===== config.mk =====
export PLATFORM = sky130hd
export DESIGN_NAME = exe_unit_w1
export DESIGN_NICKNAME = d
export VERILOG_FILES = /design/src/rtl/exe_unit_w1_pkg.sv /design/src/rtl/exe_unit_w1_core.sv /design/src/rtl/exe_unit_w1.sv
export SDC_FILE = /design/constraint.sdc
export NUM_CORES = 1
export LEC_CHECK = 0
export CAP_MARGIN = 20
export CORE_UTILIZATION = 41
export CTS_CLUSTER_SIZE = 10
export DETAILED_ROUTE_END_ITERATION = 10
export PLACE_DENSITY = 0.74
export SLEW_MARGIN = 25
export SYNTH_ARGS = -nofsm -noshare
export SYNTH_HDL_FRONTEND = slang
export SYNTH_SLANG_ARGS = --single-unit

===== constraint.sdc =====
create_clock -name i_clk -period 1.4 [get_ports i_clk]
set_input_delay 0.14 -clock i_clk [delete_from_list [all_inputs] [get_ports i_clk]]
set_output_delay 0.14 -clock i_clk [all_outputs]
set_load 0.05 [all_outputs]

===== src/rtl/exe_unit_w1_pkg.sv =====
// Shared opcode and status-bit definitions for the exe_unit_w1 execution unit.
package exe_unit_w1_pkg;

    typedef enum logic [1:0] {
        OP_ADD   = 2'b00,
        OP_SUB   = 2'b01,
        OP_LT    = 2'b10,
        OP_SM2TC = 2'b11
    } op_e;

    localparam int ST_ZERO = 0;
    localparam int ST_NEG  = 1;
    localparam int ST_OVF  = 2;
    localparam int ST_ERR  = 3;

endpackage


===== src/rtl/exe_unit_w1_core.sv =====
// Combinational datapath: computes the next result and status word from the
// opcode and operands. Registered by the enclosing stage.
module exe_unit_w1_core
    import exe_unit_w1_pkg::*;
#(
    parameter int m = 4,
    parameter int n = 2
) (
    input  logic [n-1:0] oper,
    input  logic [m-1:0] arg_a,
    input  logic [m-1:0] arg_b,
    output logic [m-1:0] result,
    output logic [3:0]   status
);

    logic [m-1:0] sum;
    logic [m-1:0] diff;
    logic [m-1:0] mag;
    logic         op_valid;
    logic         ovf;
    logic         err;
    op_e          op;

    assign sum  = arg_a + arg_b;
    assign diff = arg_a - arg_b;
    // Magnitude field of a sign-magnitude operand, zero-extended to m bits.
    assign mag  = {1'b0, arg_a[m-2:0]};
    // Any set opcode bit above bit 1 marks the opcode invalid; the shift keeps
    // this legal when n == 2 (no upper bits exist).
    assign op_valid = ((oper >> 2) == '0);
    assign op = op_e'(oper[1:0]);

    // Select the operation result and its overflow/error flags.
    always_comb begin
        // NOTE: every output of this block gets a default first, so no path
        // through the case can leave a value unassigned and infer a latch.
        result = '0;
        ovf    = 1'b0;
        err    = 1'b0;
        if (!op_valid) begin
            err = 1'b1;
        end else begin
            case (op)
                OP_ADD: begin
                    result = sum;
                    ovf    = (arg_a[m-1] == arg_b[m-1]) && (sum[m-1] != arg_a[m-1]);
                end
                OP_SUB: begin
                    result = diff;
                    ovf    = (arg_a[m-1] != arg_b[m-1]) && (diff[m-1] != arg_a[m-1]);
                end
                OP_LT: begin
                    result = {{(m-1){1'b0}}, ($signed(arg_a) < $signed(arg_b))};
                end
                OP_SM2TC: begin
                    if (!arg_a[m-1]) begin
                        result = arg_a;
                    end else if (arg_a[m-2:0] == '0) begin
                        // Negative zero has no two's-complement counterpart.
                        err = 1'b1;
                    end else begin
                        result = '0 - mag;
                    end
                end
                default: begin
                    err = 1'b1;
                end
            endcase
        end
    end

    // Flags derive from the final result of this same cycle.
    always_comb begin
        status          = '0;
        status[ST_ZERO] = (result == '0);
        status[ST_NEG]  = result[m-1];
        status[ST_OVF]  = ovf;
        status[ST_ERR]  = err;
    end

endmodule


===== src/rtl/exe_unit_w1.sv =====
// Single-issue ALU stage: one operation accepted per cycle, result and status
// registered with one cycle of latency.
module exe_unit_w1
    import exe_unit_w1_pkg::*;
#(
    parameter int m = 4,
    parameter int n = 2
) (
    input  logic         i_clk,
    input  logic         i_rsn,
    input  logic [n-1:0] i_oper,
    input  logic [m-1:0] i_argA,
    input  logic [m-1:0] i_argB,
    output logic [m-1:0] o_result,
    output logic [3:0]   o_status
);

    logic [m-1:0] next_result;
    logic [3:0]   next_status;

    exe_unit_w1_core #(.m(m), .n(n)) u_core (
        .oper   (i_oper),
        .arg_a  (i_argA),
        .arg_b  (i_argB),
        .result (next_result),
        .status (next_status)
    );

    // Output register; reset wins over the operation sampled on the same edge.
    always_ff @(posedge i_clk) begin
        // NOTE: state is updated with non-blocking assignments so every
        // register samples the pre-edge values, independent of statement order.
        if (!i_rsn) begin
            o_result <= '0;
            o_status <= '0;
        end else begin
            o_result <= next_result;
            o_status <= next_status;
        end
    end

endmodule


==> results of run 1 <==
==> stage by stage <==
stage                     setup TNS, ns  cell area (µm²)  worst slack (ns)  instances
after floorplan               -0.001237            726.9         -0.001237         74
after global placement           -3.665            980.9           -0.6788        117
after detailed placement         -3.817            980.9           -0.6985        117
after CTS                             0             1036          0.003246        122
after global routing           -0.04984             1054          -0.04984        122
final                                 0             1054          0.005062        122
==> worst max-delay path by stage <==
stage | end | slack [ns] | depth (start not counted)
4_1_cts | o_status[0] | 0.003 | 7
2_1_floorplan | o_status[0] | -0.001 | 8
6_report | o_status[0] | 0.005 | 8
3_5_place_dp | o_status[0] | -0.70 | 10
5_1_grt | o_status[0] | -0.05 | 6
3_3_place_gp | o_status[0] | -0.68 | 10
==> power by group <==
part           total, mW  switching (mW)  internal (mW)
sequential         0.218         0.00399          0.214
combinational      0.382           0.205          0.177
clock              0.187          0.0781          0.109
==> worst max-delay path: stages <==
cell and delay (ns):
clkdlybuf4s15_2 0.21, ha_4 0.33, buf_4 0.13, xor2_1 0.15, mux2i_1 0.09, o22ai_1 0.24, nor3_1 0.08, and3_1 0.18
==> area by class of cell <==
cell class	count	share of cell area, %
Multi-Input combinational cell	54	52.26
Clock buffer	4	2.494
Inverter	8	4.751
Tap cell	16	1.900
Timing Repair Buffer	33	25.30
Sequential cell	7	13.30
==> cells by family after synthesis <==
| logic type | Yosys count | share of synthesized area, % |
|---|---|---|
| muxes | 3 | 4.453 |
| adders and majority gates | 11 | 22.64 |
| xor gates and xnor gates | 6 | 7.792 |
| AOI/OAI and AO/OA | 11 | 15.59 |
| and+or+nand+nor | 23 | 19.30 |
| buffers and inverters | 13 | 9.462 |
| DFF | 7 | 20.78 |
==> cells in the final DEF, fill, tap and decap left out, types with 4 or more instances in the layout <==
master            n
ha_4              4
nand2_1           4
clkdlybuf4s50_1   5
xor2_1            4
buf_4            22
dfxtp_1           7
==> registers in the layout, indices dropped and copies added (netlist names) <==
| signal | cells |
|---|---|
| o_result | 3 |
| o_status | 4 |
==> what timing repair did <==
item,4_1_cts,5_1_grt
endpoints found under the setup margin,6,3
gates resized for setup,31,6
buffers inserted,1,0
pin swaps,12,10
==> routing by layer <==
layer,global-route usage [%],up-vias,wire (µm)
met1,23.42,278,636
met3,5.172,2,62
met5,0,-,0
met2,30.77,16,762
li1,-,316,-
met4,3.750,0,11
==> impl_results.md, run 1 <==
* Measured slew at the worst slew-check pin at 0.2922 ns
* Layout cell share with drive strength beyond 1 at 48.11%
* Largest net degree at the start of global routing at 9
* Core area at 1524 µm²
* Max Transition Viols Final at 0
* Total gr overflow at 0
* Starting Density at 44.25%
* Row count at 14
* ANT cells at 0
* DR vias at 612
* # H-tree levels at 1
* Commonest cells post-synth: 9 x ha_1, 7 x dfxtp_1, 7 x inv_1, 4 x nand2_1, 4 x xor2_1
* Post-DR wirelength/cell at 12.07 µm
* DRT Pass-1 Iters at 4
* Fin. Hold Viols at 0
* Drt via density at 5.016
* Leak Pwr at 0.4628 nW
* Hold Path Depth at 4
* Worst hold path class: in2reg
* Syn Nets at 97
* Post-synth ARST share at 0%
* Area of the multi-input gates at 550.5 µm²
* VDD IR max at 0.0004075 V
* 1st-iter DRT viols at 16
* DRT antenna net count at 0
* CP Launch Type: input pin
* P&R area growth vs syn at 56.22%
* Nets at 130
* Top_reg_cell synth: dfxtp_1
* Die height at 42.56 µm
* Library cells used by synthesis at 33
* TritonCTS clock tree: yes
* Worst endpoint required time at 1.55 ns
* # setup viols final at 0
* Share of the yosys chip area belonging to registers at 20.78%
* RSZ-0062 raised after global routing: yes
* Vias in the first global route at 603
* Worst Path Arrival at 1.55 ns
* FF+latch area at 140.1 µm²
* Cell taking the most area after synthesis: dfxtp_1
* Port Buf Inserts at 19
* Placer Congestion at 0.8170
* Mean post-synth cell area at 9.113 µm²
* WHS Endpoint: o_result[1]
* FMAX at 716.9 MHz
* Synthesized netlist cell count at 74
* Hold path startpoint: i_argA[1]
* Die Span X at 42.56 µm
* Fin crit share at 99.64%
* EDFF count, synth at 0
* Power Density at 747.4 nW/µm²
* Synth Register Bits at 7
* Core Util, Final at 69.13%
* CTS sink count at 7
* CTS buffer count at 3
* CP max FO at 6
* Hold WS at 0.5142 ns
* Crit path capture type: flop
* Design Power at 787.4 µW
* Yosys top cell area share at 20.78%
* Status: completed
* Most frequent cell after synthesis: ha_1
* Yosys warns at 0
* DIE AREA at 1811 µm²
* GRT Total Usage at 18.37%
* Maxcap violations at 0
* Area of the mapped netlist at 674.4 µm²
* Antenna violations before repair at 0
* Total Wirelength at 1.473 mm
* Reg clk slew, reported paths at 0.05 ns
* DRC violations left at 0
* Crit Path Category: in2reg
* Clock Root Buffer: clkbuf_4
* I/O pin cnt at 20
* HPWL Detailed at 1.152 mm
* CTS Hold Bufs at 0
* # fillers at 126
* Top cells by area, synth: dfxtp_1 21%, ha_1 17%, fa_1 5.9%, xor2_1 5.2%, mux2i_1 4.5%
* Critical Path Source: i_argA[2]
* Slew headroom at 80.46%
* Clock buffer depth at 2
* Tmin final at 1.395 ns
* Global-route wire length before repair at 2.553 mm
(Power assumes the default switching activity.)
==> run 2: changes to the inputs <==
--- a/config.mk
+++ b/config.mk
@@ -9,6 +9,7 @@
 export CORE_UTILIZATION = 41
 export CTS_CLUSTER_SIZE = 10
 export DETAILED_ROUTE_END_ITERATION = 10
+export GPL_TIMING_DRIVEN = 0
 export PLACE_DENSITY = 0.74
 export SLEW_MARGIN = 25
 export SYNTH_ARGS = -nofsm -noshare
==> impl_results.md, run 2 (synthesis results as in run 1) <==
* FF+latch area at 140.1 µm² (unchanged)
* Nets at 124 (was 130)
* Drt via density at 5.181 (was 5.016)
* DRT antenna net count at 0 (unchanged)
* DP Area at 917.1 µm² (was 980.9 µm²)
* TritonCTS clock tree: yes (unchanged)
* Hold Path Depth at 3 (was 4)
* 1st-iter DRT viols at 9 (was 16)
* Die Span X at 42.56 µm (unchanged)
* Commonest non-fill, non-tap cell in the layout: dlygate4sd2_1 (was buf_4)
* Top Registers: o_status: 4 flops, o_result: 3 flops (unchanged)
* DRT Pass-1 Iters at 3 (was 4)
* Layout cell share with drive strength beyond 1 at 39.00% (was 48.11%)
* # setup viols final at 2 (was 0)
* Slew headroom at 66.92% (was 80.46%)
* PnR worst setup slack at -0.01171 ns (was 0.005062 ns)
* Placed Cells at 107 (was 117)
* Antenna violations before repair at 0 (unchanged)
* Maxcap violations at 0 (unchanged)
* Crit path capture type: flop (unchanged)
* Area of the multi-input gates at 550.5 µm² (unchanged)
* CTS sink count at 7 (unchanged)
* HPWL Detailed at 1.070 mm (was 1.152 mm)
* Vias in the first global route at 559 (was 603)
* Finished Layout Cells at 116 (was 122)
* Max Transition Viols Final at 0 (unchanged)
* Final Cell Area at 999.7 µm² (was 1054 µm²)
* Die height at 42.56 µm (unchanged)
* Post-DR wirelength/cell at 12.41 µm (was 12.07 µm)
* Starting Density at 44.25% (unchanged)
* Commonest cells after routing, fill and taps aside: 8 x dlygate4sd2_1, 7 x buf_4, 7 x dfxtp_1 (was 22 x buf_4, 7 x dfxtp_1, 5 x clkdlybuf4s50_1)
* Crit Path Category: in2reg (unchanged)
* DRC violations left at 0 (unchanged)
* Total gr overflow at 0 (unchanged)
* Core Util, Final at 65.60% (was 69.13%)
* RSZ-0062 raised after global routing: yes (unchanged)
* CTS Hold Bufs at 0 (unchanged)
* I/O pin cnt at 20 (unchanged)
* CP Launch Type: input pin (unchanged)
* Fin. Hold Viols at 0 (unchanged)
* FMAX at 708.4 MHz (was 716.9 MHz)
* # fillers at 132 (was 126)
* Reg clk slew, reported paths at 0.05 ns (about the same)
* Hold path startpoint: i_oper[0] (was i_argA[1])
* DR vias at 601 (was 612)
* Hold WS at 0.2644 ns (was 0.5142 ns)
* Setup TNS at -0.02281 ns (was 0 ns)
* Tmin final at 1.412 ns (was 1.395 ns)
* DIE AREA at 1811 µm² (unchanged)
* Measured slew at the worst slew-check pin at 0.4982 ns (was 0.2922 ns)
* Leak Pwr at 0.4643 nW (was 0.4628 nW)
* Worst Path Arrival at 1.61 ns (was 1.55 ns)
* Fin crit share at 100.8% (was 99.64%)
* Pre-CTS setup slack at -0.7936 ns (was -0.6985 ns)
* Global-route wire length before repair at 2.270 mm (was 2.553 mm)
* WHS Endpoint: o_status[2] (was o_result[1])
* Placer Congestion at 0.8251 (was 0.8170)
* # H-tree levels at 1 (unchanged)
* Max FFs per register at 4 (unchanged)
* Port Buf Inserts at 17 (was 19)
* Power Density at 771.5 nW/µm² (was 747.4 nW/µm²)
* Worst endpoint required time at 1.60 ns (was 1.55 ns)
* Clock Root Buffer: clkbuf_4 (unchanged)
* Biggest register: o_status (unchanged)
* Failing checks: setup timing
* Row count at 14 (unchanged)
* P&R area growth vs syn at 48.24% (was 56.22%)
* ANT cells at 0 (unchanged)
* CTS buffer count at 3 (unchanged)
* Status: finished, violations left (was completed)
* Worst hold path class: in2reg (unchanged)
* Design Power at 771.2 µW (was 787.4 µW)
* Clock buffer depth at 2 (unchanged)
* GRT Total Usage at 16.87% (was 18.37%)
* Core area at 1524 µm² (unchanged)
* VDD IR max at 0.0004780 V (was 0.0004075 V)
* Largest net degree at the start of global routing at 11 (was 9)
* CP max FO at 6 (unchanged)
* Total Wirelength at 1.439 mm (was 1.473 mm)
-- run 2: cell count changes in the layout (fill, tap and decap cells not counted), sizes merged --
| cell | previous run | this run |
|---|---|---|
| clkdlybuf4s50 | 5 | 2 |
| buf | 26 | 13 |
| dlygate4sd2 | 0 | 8 |
| clkdlybuf4s15 | 2 | 0 |
| dlymetal6s2s | 0 | 1 |
| clkbuf | 4 | 7 |
-- run 2: worst max path at each step --
stage	startpoint	end	slack (ns)	cells after the start
finish	i_argA[3]	o_status[0]	-0.01	7
global route	i_argA[3]	o_status[0]	-0.08	6
CTS	i_argA[0]	o_status[0]	-0.14	10
detailed placement	i_argB[2]	o_status[0]	-0.79	9
global placement	i_argB[2]	o_status[0]	-0.76	9
floorplan	i_argB[2]	o_status[0]	-0.001	8
-- run 2: final cells by class --
type / instances / share of cell area, %
multi-input cells: 54 / 55.07
clock buffers: 4 / 2.628
repair buffers: 23 / 18.77
flip-flops and latches: 7 / 14.02
well taps: 16 / 2.003
plain buffers: 4 / 2.503
inverters: 8 / 5.006
-- run 2: routing by layer --
layer,global-route usage [%],up-vias,wire [µm]
met5,0,-,0
met4,3.750,0,12
met3,6.466,2,71
met2,28.00,17,701
met1,20.58,280,653
li1,-,302,-
-- run 2: critical path, stage by stage --
cell	delay, ns
clkdlybuf4s50_1	0.46
ha_4	0.33
nor3b_1	0.05
a21oi_1	0.16
nand3_1	0.13
nor3_2	0.18
and3_1	0.15
-- run 2: timing repair --
| item | CTS | global route |
|---|---|---|
| pin swaps | 4 | 13 |
| setup endpoints to repair | 14 | 6 |
| resized for setup | 27 | 20 |
| setup buffers | 1 | 5 |
-- run 2: where the power goes --
| group | leakage (nW) | switching [mW] | internal [mW] | total, mW |
|---|---|---|---|---|
| sequential | 0.0574 | 0.00296 | 0.214 | 0.217 |
| combinational | 0.392 | 0.206 | 0.166 | 0.372 |
| clock | 0.0150 | 0.0731 | 0.109 | 0.182 |
==> edit 1, RTL diff (settings of run 1) <==
Register the output `o_result` once more, without a reset; this adds one clock of latency there. The other outputs are not delayed to match.
--- a/src/rtl/exe_unit_w1.sv
+++ b/src/rtl/exe_unit_w1.sv
@@ -16,4 +16,6 @@
 );
 
+    logic [m-1:0] o_result_s0;
+
     logic [m-1:0] next_result;
     logic [3:0]   next_status;
@@ -32,12 +34,16 @@
         // register samples the pre-edge values, independent of statement order.
         if (!i_rsn) begin
-            o_result <= '0;
+            o_result_s0 <= '0;
             o_status <= '0;
         end else begin
-            o_result <= next_result;
+            o_result_s0 <= next_result;
             o_status <= next_status;
         end
     end
 
+    always_ff @(posedge i_clk) begin
+        o_result <= o_result_s0;
+    end
+
 endmodule
 
Check against the original RTL: not equivalent (Yosys sat finds a counterexample within 4 cycles, from zero or initial values).
==> edit 1 against run 1 <==
- wire length increased by 19%
- utilization hardly changed
- worst setup slack gained 0.022 ns
- power rose by 24%
- cell area increased by 14%
- largest cell class unchanged
- first-iteration DRC count shrank 63%
- area after synthesis rose by 15%
- non-clock buffer count rose by 6
- combinational power is 8.9% higher
- largest power group unchanged
- critical path type unchanged
- maximum frequency is 1.6% higher
- sequential cell count grew 4
==> edit 1: results (changes against run 1) <==
[status]
status=completed  ; unchanged

[setup_path]
critPathMaxFanout=2  ; was 6
critical_path.top_delay_family=adder cells  ; was buffers and inverters
slowest_stage=fa_2  ; was ha_4
cpPeakStageDelay_ns=0.35  ; was 0.33 ns

[cells_and_area]
layout-drive-gt1-share=0.5086  ; was 0.4811
final_cells=141  ; was 122
nNetsFinal=140  ; was 130
reg.largest.list=o_result (4), o_status (4), o_result_s0 (3)  ; was o_status (4), o_result (3)

[hold_path]
hold_end=o_status[2]$_SDFF_PN0_  ; was o_result[1]$_SDFF_PN0_
holdCritStartpoint=i_oper[0]  ; was i_argA[1]
min_path_cells=3  ; was 4

[synth]
synth_compound_area_frac=0.1246  ; was 0.1558
seq_area_frac_synth=0.2848  ; was 0.2078
synth-xor-area-share=0.06796  ; was 0.07792
synth_fp_nets=101  ; was 97
syn_avg_cell_area_um2=9.913  ; was 9.113 µm²
synth.area.top_cells=dfxtp_1, ha_1, fa_1  ; unchanged
synth_fa_ha_area_frac=0.1974  ; was 0.2263
synth_mux_area_frac=0.03883  ; was 0.04453
synth_common_cells=dfxtp_1, ha_1, inv_1  ; was ha_1, dfxtp_1, inv_1
synth_cell_types=34  ; was 33

[clock_network]
path_clk_slew_ns=0.07  ; was 0.05 ns

[pwr]
p_leak_nw=0.5582  ; was 0.4628 nW
peakVddDrop_uv=492.3  ; was 407.5 µV
power_switching_mw=0.3263  ; was 0.2867 mW

[global_route]
grt_pass1_wl_um=2835  ; was 2553 µm
grtUsageTotal=0.2040  ; was 0.1837

[placement]
dpl_worst_slack_ns=-0.7418  ; was -0.6985 ns
hpwlAfterDp_um=1335  ; was 1152 µm
dp_cells=134  ; was 117

[timing]
max_slew_margin=0.7980  ; was 0.8046
whs_ns=0.3116  ; was 0.5142 ns

[route]
drt-wirelength-per-cell_um=12.43  ; was 12.07 µm
route.vias.total=693  ; was 612

-- edit 1: changes by cell type in the layout (fill, tap and decap cells not counted), moves of 2 or more --
cell and delta:
and3_1 +2, buf_4 +5, buf_6 +2, dfxtp_1 +4
nand3_1 -2, nor2_1 -2
-- edit 1: per-layer routing --
metal / part of all wire / vias to the layer above / global-route usage
met2: 0.51 / 21 / 0.3371
met3: 0.031 / 10 / 0.05952
met5: 0 / - / 0
met1: 0.42 / 325 / 0.2274
li1: - / 337 / -
met4: 0.040 / 0 / 0.1273
-- edit 1: repair_timing --
item | 4_1_cts | 5_1_grt
setup endpoints to repair | 6 | 2
setup buffers | 2 | 1
cloned | 0 | 0
resized for setup | 29 | 13
pin swaps | 11 | 15
-- edit 1: how the worst max path moves through the flow --
stage                              to  startpoint  slack (ns)
6_report       o_status[0]$_SDFF_PN0_   i_argB[0]        0.03
5_1_grt        o_status[0]$_SDFF_PN0_   i_argB[0]       -0.02
4_1_cts        o_status[0]$_SDFF_PN0_   i_argA[2]       0.002
3_5_place_dp   o_status[0]$_SDFF_PN0_   i_argB[2]       -0.74
3_3_place_gp   o_status[0]$_SDFF_PN0_   i_argB[2]       -0.70
2_1_floorplan  o_status[0]$_SDFF_PN0_   i_argB[2]       -0.04
-- edit 1: power by group through the flow --
stage          Sequential, mW  Combinational, mW  Clock, mW
2_1_floorplan           0.404              0.192          0
3_3_place_gp            0.351              0.376          0
3_5_place_dp            0.353              0.382          0
4_1_cts                 0.346              0.402      0.218
5_1_grt                 0.348              0.449      0.236
6_report                0.346              0.416      0.212
-- edit 1: layout make-up --
class                      count  area (µm²)  area share
clock buffer                   4       26.28     0.02178
sequential                    11       220.2      0.1826
tap                           25       31.28     0.02593
timing repair buffer          39       312.8      0.2593
multi-input combinational     54       565.5      0.4689
inverter                       8       50.05     0.04149
==> edit 2, RTL diff (settings of run 1) <==
Made on the original files. `m` is set to 4 in 2 places; all go to 8.
--- a/src/rtl/exe_unit_w1_core.sv
+++ b/src/rtl/exe_unit_w1_core.sv
@@ -4,5 +4,5 @@
     import exe_unit_w1_pkg::*;
 #(
-    parameter int m = 4,
+    parameter int m = 8,
     parameter int n = 2
 ) (
--- a/src/rtl/exe_unit_w1.sv
+++ b/src/rtl/exe_unit_w1.sv
@@ -4,5 +4,5 @@
     import exe_unit_w1_pkg::*;
 #(
-    parameter int m = 4,
+    parameter int m = 8,
     parameter int n = 2
 ) (
Ports: changed (resized i_argA, i_argB and o_result); port bits go from 20 to 32. No check against the original RTL was run, so the function may have changed too.
==> edit 2 against run 1 <==
- the flow now finishes with violations (DRC, setup timing)
- power up 100%
- sequential cell count is 4 higher
- count of clock-buffer cells in the layout unchanged
- wire length rose to 3.3 times the old value
- sequential share of layout area decreased by 4.1 points
- hold slack gained 0.056 ns
- synthesized cell count is 110% higher
- cell area rose by 130%
- worst setup slack worse by 0.77 ns
- area after synthesis increased by 83%
- critical endpoint unchanged
- largest power group unchanged
==> edit 2: results (changes against run 1) <==
[clock_network]
cts_root_buf=clkbuf_4  ; unchanged
path_clk_slew_ns=0.07  ; was 0.05 ns
cts.path.max_buffers=2  ; unchanged
h-tree-depth=1  ; unchanged
cts_buffers=3  ; unchanged

[timing]
max_slew_margin=0.7103  ; was 0.8046
setup_viol=10  ; was 0
tns_ns=-4.071  ; was 0 ns
setup_ws_ns=-0.7608  ; was 0.005062 ns

[setup_path]
slowest_stage=or4_4  ; was ha_4
critPathCapture=o_status[0]$_SDFF_PN0_  ; unchanged
critPathMaxFanout=2  ; was 6
cpPeakStageDelay_ns=0.50  ; was 0.33 ns
cp-startpoint=i_argA[0]  ; was i_argA[2]
arrival_ns=2.37  ; was 1.55 ns

[hold_path]
min_path_type=primary input to register  ; unchanged
hold_end=o_result[1]$_SDFF_PN0_  ; unchanged
min_path_cells=6  ; was 4
holdCritStartpoint=i_argB[1]  ; was i_argA[1]

[route]
drt-total-wl_um=4925  ; was 1473 µm
via_per_inst=5.806  ; was 5.016
route.detailed.drc=10  ; was 0
firstDrtPassIters=7  ; was 4
drt-wirelength-per-cell_um=18.38  ; was 12.07 µm
drt_first_iter_violations=85  ; was 16

[synth]
syn_avg_cell_area_um2=7.995  ; was 9.113 µm²
seq_area_frac_synth=0.1789  ; was 0.2078
synth_cell_types=43  ; was 33
synth.area.top_cells=dfxtp_1, ha_1, inv_1  ; was dfxtp_1, ha_1, fa_1
yosys_warnings=0  ; unchanged
synthArstFlopShare=0  ; unchanged
synth_fp_nets=192  ; was 97
ys.flop_type=dfxtp_1  ; unchanged
synth_common_cells=inv_1, ha_1, dfxtp_1  ; was ha_1, dfxtp_1, inv_1

[placement]
gp_congestion=0.9320  ; was 0.8170
hpwlAfterDp_um=3109  ; was 1152 µm
dpl_cell_area_um2=1913  ; was 980.9 µm²
io_buffers=31  ; was 19
dp_cells=253  ; was 117
dpl_worst_slack_ns=-1.487  ; was -0.6985 ns

[cells_and_area]
num_antenna_cells=0  ; unchanged
nNetsFinal=276  ; was 130
reg.largest.list=o_result (7), o_status (4)  ; was o_status (4), o_result (3)
layout-drive-gt1-share=0.5781  ; was 0.4811

[global_route]
antenna_found_initial=0  ; unchanged
grt_pass1_vias=1584  ; was 603
grtUsageTotal=0.2749  ; was 0.1837
grt_pass1_wl_um=6879  ; was 2553 µm
grt_start_max_net_pins=13  ; was 9

[status]
violations=DRC, setup timing
status=complete, but fails checks  ; was completed

[pwr]
peakVddDrop_uv=313.5  ; was 407.5 µV
p_leak_nw=1.045  ; was 0.4628 nW

[edit 2: stage by stage]
stage	util	hold WS [ns]
CTS	0.7948	0.5329
global route	0.8501	0.6256
finish	0.8501	0.5703
global placement	0.6820	0.5912
detailed placement	0.6820	0.5930
floorplan	-	0.2617
[edit 2: power breakdown]
| part | internal, mW | leakage (nW) | switching (mW) | total (mW) |
|---|---|---|---|---|
| clock network | 0.110 | 0.0150 | 0.106 | 0.216 |
| logic | 0.486 | 0.939 | 0.530 | 1.02 |
| registers | 0.338 | 0.0904 | 0.00699 | 0.345 |
[edit 2: repair_timing]
action / in CTS / in global routing
buffers inserted: 9 / 7
pin swaps: 20 / 24
gates resized for setup: 78 / 31
setup endpoints to repair: 11 / 10
hold endpoints to repair: 0 / 0
[edit 2: final cells by class]
class	instances	area (µm²)
multi-input combinational	118	1319
clock buffer	4	26.28
timing repair buffer	83	685.7
fill	173	420.4
inverter	21	95.09
sequential	11	220.2
tap	31	38.79
[edit 2: logic make-up after synthesis]
kind of cell / Yosys count / synth area share
AOI/OAI and AO/OA: 39 / 0.2287
adders and majority gates: 18 / 0.1951
buffers and inverters: 25 / 0.08537
muxes: 3 / 0.02439
DFF: 11 / 0.1789
xor gates and xnor gates: 10 / 0.07113
and+or+nand+nor: 48 / 0.2165
[edit 2: worst max-delay path, delay by kind of cell]
family	cells	cell delay (ns)
mux	1	0.20
fa+ha+maj	2	0.47
compound gates	1	0.13
xor+xnor	1	0.24
buf+inv	4	0.31
simple gates	3	0.88
[edit 2: routing by layer]
metal  routed length [µm]  vias up  GRT usage
met5                    0        -          0
met4                  253        0     0.1394
met3                  188       26    0.02765
met2                 2622       65     0.5357
met1                 1860      745     0.2865
li1                     -      720          -
